--- src/rtl/bus_cycle_controller.sv ---
// bus_cycle_controller: microcode bus cycle sequencer (IDLE/ADDR/STROBE/END/ERR) with uPC wait-state output.
// Optional STROBE timeout with bus error is built when BUS_TIMEOUT_EN is defined.
module bus_cycle_controller (
    input  logic clk4,
    input  logic reset,
    input  logic nmem,
    input  logic nio,
    input  logic nr,
    input  logic nhalt,
    input  logic nwaitext,
    output logic nws,
    output logic nmemreq,
    output logic nioreq,
    output logic nrd,
    output logic nwr,
    output logic busy,
    output logic nbuserr
);
    typedef enum logic [2:0] {IDLE, ADDR, STROBE, END, ERR} state_t;
    state_t state, next;
    logic req, illegal, timeout, busy_q, sp_io, dir_wr, active;
    logic mem_d, io_d, rd_d, wr_d, err_d;
    assign req     = ((!nmem) ^ (!nio)) && nhalt;
    assign illegal = !nmem && !nio && nhalt;
`ifdef BUS_TIMEOUT_EN
    logic [3:0] cnt;
    assign timeout = state == STROBE && !nwaitext && cnt == 4'd15;
    always_ff @(posedge clk4) begin
        if (reset || state == ADDR)
            cnt <= 4'd0;
        else if (state == STROBE && !nwaitext)
            cnt <= cnt + 4'd1;
    end
`else
    assign timeout = 1'b0;
`endif
    always_ff @(posedge clk4) begin
        if (reset) begin
            state   <= IDLE;
            sp_io   <= 1'b0;
            dir_wr  <= 1'b0;
            busy_q  <= 1'b0;
            nmemreq <= 1'b1;
            nioreq  <= 1'b1;
            nrd     <= 1'b1;
            nwr     <= 1'b1;
            nbuserr <= 1'b1;
        end else begin
            state   <= next;
            busy_q  <= state != IDLE;
            if (state == IDLE && req) begin
                sp_io  <= !nio;
                dir_wr <= nr;
            end
            nmemreq <= mem_d;
            nioreq  <= io_d;
            nrd     <= rd_d;
            nwr     <= wr_d;
            nbuserr <= err_d;
        end
    end
    always_comb begin
        next = state;
        case (state)
            IDLE:    next = req ? ADDR : illegal ? ERR : IDLE;
            ADDR:    next = STROBE;
            STROBE:  next = (nwaitext || timeout) ? END : STROBE;
            default: next = IDLE;
        endcase
    end
    // Strobes lag the state by one clock; busy also covers that bus-release cycle.
    always_comb begin
        active = state == ADDR || state == STROBE;
        nws    = !((state == IDLE && (req || illegal)) || active);
        mem_d  = !(active && !sp_io);
        io_d   = !(active && sp_io);
        rd_d   = !(state == STROBE && !dir_wr);
        wr_d   = !(state == STROBE && dir_wr);
        err_d  = !(next == ERR || timeout);
        busy   = state != IDLE || busy_q;
    end
endmodule

--- config.mk ---
export PLATFORM = sky130hd
export DESIGN_NAME = bus_cycle_controller
export DESIGN_NICKNAME = d
export VERILOG_FILES = /design/src/rtl/bus_cycle_controller.sv
export SDC_FILE = /design/constraint.sdc
export NUM_CORES = 1
export LEC_CHECK = 0
export ABC_AREA = 1
export CORE_AREA = 8 8 45 47
export CTS_CLUSTER_DIAMETER = 200
export DETAILED_ROUTE_END_ITERATION = 10
export DIE_AREA = 0 0 53 55
export HOLD_SLACK_MARGIN = 0.05
export PLACE_DENSITY_LB_ADDON = 0.12
export SETUP_SLACK_MARGIN = 0.15
export SYNTH_ARGS = -nofsm -noshare
export SYNTH_HDL_FRONTEND = slang
export SYNTH_SLANG_ARGS = --single-unit
--- constraint.sdc ---
create_clock -name clk4 -period 1.8 [get_ports clk4]
set_clock_uncertainty 0.15 [all_clocks]
set_input_delay 0.45 -clock clk4 [delete_from_list [all_inputs] [get_ports clk4]]
set_output_delay 0.45 -clock clk4 [all_outputs]
set_load 0.1 [all_outputs]
==> impl_results.md, run 1 <==
* Aggregate routed wire length at between 900 and 1000 um
* Part of the power in the clock network at 0.228
* CP required at around 1200 ps
* Critical Path Start: nio
* Row count at 14
* Comb power frac at 0.401
* WS Path Type: in -> out
* Number of flops mapped to enable cells by yosys at 0
* FF+latch count, synth at 11
* Violated checks: setup timing
* Main area contributors after synthesis: dfxtp_1 (47%), nand2_1 (8.8%), inv_1 (7.2%), nor2_4 (7.2%), nand3b_4 (4.3%)
* Sw frac at 0.354
* RSZ-0062 raised after global routing: yes
* Syn_nets at 62
* CTS Hold Buffers Added at 0
* Grt met3 use at 0.0401
* Slew headroom at 0.836
* Placed cells at 87
* P&R area growth vs syn at 78.6%
* Measured slew at the worst slew-check pin at 245 ps
* Total grt overflow at 0
* Clock sink count at 11
* Yosys top cell area share at 0.471
* Vias in the first global route at roughly 400
* H-Tree Depth at 1
* Gate Count Post-Synth at between 50 and 60
* Hold Path Origin: sp_io
* Post-route ant nets at 0
* Sequential fraction of the synthesis area at 0.471
* Layout Nets at 91
* Synth cell count leaders: dfxtp_1 (11), nand2_1 (11), inv_1 (9)
* CTS root buf: clkbuf_4
* Global Route Usage Sum at 0.0762
* Port-buffer cells at 13
* Met1 usage at 0.0750
* Per-cell routed wire length at between 9 and 10 um
* Die Height at about 55 um
* Sequential Power Share at 0.371
* Starting density of the core at 0.338
* Setup violators final at 2
* Clock buffer count from CTS at 3
* Fin. max-slew vios at 0
* Yosys cell types at 15
* Initial antenna violation count at 0
* Async SR Flop Fraction at 0
* First-pass GRT wire length at between 1500 and 2000 um
* Syn Area/Cell at 8.67 um^2
* Post-Layout Cell Count at between 90 and 100
* Ratio of cells with drive above 1 in the final layout at 0.524
* Grt peak-use layer: met2
* Pre-CTS setup slack at -636 ps
* Max-capacitance violation count at 0
* Status: finished, violations left
* CTS tree: built
* DR iter-0 viols at 6
* Placed Instance Area at between 700 and 800 um^2
* Setup WS post-layout at -179 ps
* Io pins at 14
* Synth area leader: dfxtp_1
* Max Root-Sink Buffers at 2
* HPWL after DPL at 727 um
* Peak supply drop at 0.000467 V
* PD cells at slightly below 900 nW/um^2
* M2 GR Usage at 0.117
* Startpoint types: input pin
* Ys Warns at 0
* Sw Pwr at roughly 260 uW
* Register clock-pin slew on the reported worst setup and hold paths at 70 ps
* Tmin final at ~2000 ps
* Leak at approximately 0.40 nW
* Worst path arrival time at 1380 ps
* Crit share post-route at 1.10
* Antenna diodes at 0
* Core area at between 1000 and 1500 um^2
* DIE AREA at 2920 um^2
* Via Count at slightly above 400
* Achievable Freq at approximately 510 MHz
* R2r startpoint: state[1]
* Post-layout util at 0.604
* Ys flop type: dfxtp_1
* Largest net degree at the start of global routing at 8
* Worst-Skew Late Latency at approximately 270 ps
* Crit path capture type: primary output
* First-pass DRT Iterations at 4
* Die width at roughly 53 um
* Remaining DRCs at 0
* Placer Congestion at 0.780
* Final instance area at around 840 um^2
* Drt via density at 4.14
* Cell Area, Synth at approximately 470 um^2
* Worst hold slack at 236 ps
* Worst Path Max Fanout at 2
* Class of the worst hold path: reg -> reg
* P_int at ~470 uW
* Final Hold Violating Endpoints at 0
## sequential cells by signal (all words and copies together), names as in the netlist
| register | cells |
|---|---|
| nwr | 1 |
| busy_q | 1 |
| nrd | 1 |
| nbuserr | 1 |
| sp_io | 1 |
| state | 3 |
| nmemreq | 1 |
| nioreq | 1 |
| dir_wr | 1 |
## worst max-delay path, stage by stage
cell     delay (ps)
buf_6            90
buf_6           120
inv_12           40
ha_4            180
nand2_2          50
inv_2            50
nand3_4          50
nand2_2          60
nor2_4          100
buf_12          180
## kinds of logic (layout without fill, tap and decap cells)
kind of cell	after synthesis	in the layout	share of synthesized area
fa+ha+maj	1	1	0.0267
buf+inv	11	39	0.0882
flops	11	11	0.471
simple gates	29	29	0.393
compound gates	2	2	0.0214
## layer usage
| layer | wire (um) | vias to the layer above |
|---|---|---|
| met5 | 0 | - |
| met4 | 25 | 0 |
| met3 | 73 | 4 |
| met2 | 471 | 8 |
| met1 | 405 | 177 |
| li1 | - | 217 |
## area by class of cell
class	instances	area, um^2
repair buffers	24	282
fillers	124	548
clock buffers	4	26.3
multi-input cells	32	229
flip-flops and latches	11	223
well taps	16	20.0
inverters	11	56.3
## power groups by stage
stage,Combinational [mW],Sequential (mW),Clock [mW]
final,0.290,0.269,0.165
after global placement,0.268,0.273,0
after CTS,0.287,0.268,0.173
after floorplan,0.147,0.299,0
after detailed placement,0.269,0.274,0
after global routing,0.304,0.270,0.193
## cell usage in the layout (no fill, tap or decap), drive strengths merged
cell | synthesis | routed
nor2 | 8 | 8
nand4 | 2 | 2
a21oi | 2 | 2
nand2 | 14 | 14
clkdlybuf4s50 | 0 | 3
buf | 0 | 20
dfxtp | 11 | 11
dlygate4sd2 | 0 | 1
nand3 | 3 | 3
ha | 1 | 1
or2 | 1 | 1
clkbuf | 0 | 4
inv | 11 | 11
nand3b | 1 | 1
## through the flow
stage / power, mW / TNS, ps
3_3_place_gp: 0.542 / -1410
4_1_cts: 0.729 / -228
2_1_floorplan: 0.446 / -209
6_report: 0.724 / -225
3_5_place_dp: 0.543 / -1430
5_1_grt: 0.766 / -302
## worst paths after layout
kind | end | slack (ps) | depth (start not counted)
hold / removal | nioreq | 240 | 1
hold reg to reg | nioreq | 240 | 1
setup reg to reg | sp_io | 570 | 7
setup / recovery | nws | -180 | 10
## timing repair
item	4_1_cts	5_1_grt
gates cloned	0	0
endpoints found under the setup margin	5	2
pin swaps	5	1
resized for setup	12	1
setup buffers	6	1
Note: power is estimated with default switching activity, not from simulation.
==> inputs of run 2 (changes only) <==
--- a/config.mk
+++ b/config.mk
@@ -13,6 +13,7 @@
 export HOLD_SLACK_MARGIN = 0.05
 export PLACE_DENSITY_LB_ADDON = 0.12
 export SETUP_SLACK_MARGIN = 0.15
+export SLEW_MARGIN = 10
 export SYNTH_ARGS = -nofsm -noshare
 export SYNTH_HDL_FRONTEND = slang
 export SYNTH_SLANG_ARGS = --single-unit
==> results of run 2 <==
Final layout, timing and power as in run 1 (identical DEF).
==> inputs of run 3 (changes only) <==
--- a/config.mk
+++ b/config.mk
@@ -10,6 +10,7 @@
 export CTS_CLUSTER_DIAMETER = 200
 export DETAILED_ROUTE_END_ITERATION = 10
 export DIE_AREA = 0 0 53 55
+export GPL_TIMING_DRIVEN = 0
 export HOLD_SLACK_MARGIN = 0.05
 export PLACE_DENSITY_LB_ADDON = 0.12
 export SETUP_SLACK_MARGIN = 0.15
==> run 3 against run 2 <==
Compared with the run above: the flow still finishes with violations (setup timing); via count grew 1.2%; non-clock buffer count shrank 3; core utilization shrank 5.2 points; cell count shrank 3.1%; maximum frequency grew 4.2%; routed wire length shrank 3.3%; total power shrank 2.2%; worst setup slack gained 80 ps; count of clock-buffer cells in the layout is the same; sequential share of layout area grew 2.5 points; hold slack lost 0.79 ps; flip-flop and latch count is the same; largest power group unchanged.
==> impl_results.md, run 3 (synthesis results as in run 1) <==
* Most frequent cells in the layout: nand2_1 (10), dfxtp_1 (9), buf_4 (7)
* Placed Instance Area at 653 um^2 (-13%)
* First-pass GRT wire length at 1620 um (+2.6%)
* P&R area growth vs syn at 63.1%
* PD cells at 928 nW/um^2 (+7.1%)
* CTS Hold Buffers Added at 0 (unchanged)
* Io pins at 14 (unchanged)
* Placer Congestion at 0.744 (-4.6%)
* Per-cell routed wire length at 9.92 um (-0.23%)
* Flip-flop count of the largest register after layout at 3 (unchanged)
* Row count at 14 (unchanged)
* Post-Layout Cell Count at 95 (-3.1%)
* H-Tree Depth at 1 (unchanged)
* Initial antenna violation count at 0 (unchanged)
* Drt via density at 4.33 (+4.4%)
* Crit path capture type: primary output
* Final instance area at 763 um^2 (-8.7%)
* Fillers at 132 (+6.5%)
* CTS root buf: clkbuf_4
* RSZ-0062 raised after global routing: yes
* Worst path arrival time at 1300 ps (-80 ps)
* Leak at 0.351 nW (-12%)
* Largest net degree at the start of global routing at 8 (unchanged)
* Aggregate routed wire length at 942 um (-3.3%)
* Max Root-Sink Buffers at 2 (unchanged)
* Achievable Freq at 527 MHz (+4.2%)
* Placed cells at 83 (-4.6%)
* DIE AREA at 2920 um^2 (unchanged)
* Global Route Usage Sum at 0.0768 (+0.000590)
* Via Count at 411 (+1.2%)
* Antenna diodes at 0 (unchanged)
* Tmin final at 1900 ps (-79.9 ps)
* Fin. max-slew vios at 0 (unchanged)
* Commonest non-fill, non-tap cell in the layout: nand2_1
* Remaining DRCs at 0 (unchanged)
* Violated checks: setup timing
* Post-route ant nets at 0 (unchanged)
* Starting density of the core at 0.338 (unchanged)
* Worst-Skew Late Latency at 260 ps (about the same)
* Max-capacitance violation count at 0 (unchanged)
* Peak supply drop at 0.000441 V (-5.5%)
* HPWL after DPL at 702 um (-3.5%)
* Worst hold slack at 235 ps (-0.792 ps)
* Register clock-pin slew on the reported worst setup and hold paths at 60 ps (about the same)
* Layout Nets at 88 (-3.3%)
* Vias in the first global route at 388 (-2.8%)
* Port-buffer cells at 13 (unchanged)
* Crit share post-route at 1.05 (-0.0444)
* Clock buffer count from CTS at 3 (unchanged)
* DR iter-0 viols at 3 (-3)
* Class of the worst hold path: reg -> reg
* WS Path Type: in -> out
* Total grt overflow at 0 (unchanged)
* Die Height at 55 um (unchanged)
* First-pass DRT Iterations at 3 (-1)
* Setup WS post-layout at -98.9 ps (+79.9 ps)
* Slew headroom at 0.677 (-0.159)
* Ratio of cells with drive above 1 in the final layout at 0.506 (-0.0181)
* Status: finished, violations left
* Final Hold Violating Endpoints at 0 (unchanged)
* Worst Path Max Fanout at 2 (unchanged)
* Core area at 1380 um^2 (unchanged)
* Measured slew at the worst slew-check pin at 488 ps (+243 ps)
* Most flop-heavy register: state
* Register Area at 223 um^2 (unchanged)
* Setup violators final at 2 (unchanged)
* Die width at 53 um (unchanged)
* Total Power at 708 uW (-2.2%)
* CP required at 1200 ps (about the same)
* Multi-input logic area at 234 um^2 (+2.2%)
* Post-layout util at 0.552 (-0.0524)
* Startpoint types: input pin
* CTS tree: built
* Clock sink count at 11 (unchanged)
run 3: area by class of cell:
| class | instances | area share |
|---|---|---|
| repair buffers | 21 | 0.264 |
| well taps | 16 | 0.0262 |
| inverters | 11 | 0.0770 |
| multi-input cells | 32 | 0.307 |
| clock buffers | 4 | 0.0344 |
| flip-flops and latches | 11 | 0.292 |
run 3: path summary, 6_finish.rpt:
| path | startpoint | endpoint | slack (ps) | cells after the start |
|---|---|---|---|---|
| setup / recovery | nio | nws | -100 | 9 |
| hold / removal | sp_io | nioreq | 240 | 1 |
| setup reg to reg | state[1] | sp_io | 450 | 8 |
| hold reg to reg | sp_io | nioreq | 240 | 1 |
run 3: critical path: stages:
cell and delay, ps:
buf_12 110, inv_12 40, ha_4 180, nand2_2 50
inv_2 40, nand3_4 60, nand2_4 60, nor2_4 120
buf_12 180
run 3: power breakdown:
| part | internal (mW) | leakage, nW | switching (mW) |
|---|---|---|---|
| sequential | 0.259 | 0.0907 | 0.00798 |
| combinational | 0.113 | 0.245 | 0.168 |
| clock | 0.0856 | 0.0150 | 0.0754 |
run 3: stage by stage:
stage | TNS [ps] | worst slack, ps
final | -137 | -98.9
after global routing | -248 | -137
after CTS | -117 | -86.4
after detailed placement | -4140 | -1660
after global placement | -4040 | -1650
after floorplan | -209 | -209
run 3: layer usage:
metal / wire length (um) / vias up / GRT usage
li1: - / 213 / -
met1: 420 / 190 / 0.0890
met2: 463 / 6 / 0.111
met3: 46 / 2 / 0.0348
met4: 12 / 0 / 0.0517
met5: 0 / - / 0
run 3: timing repair:
item / 4_1_cts / 5_1_grt
buffers inserted: 5 / 3
resized for setup: 61 / 3
pin swaps: 5 / 2
endpoints found under the setup margin: 10 / 3
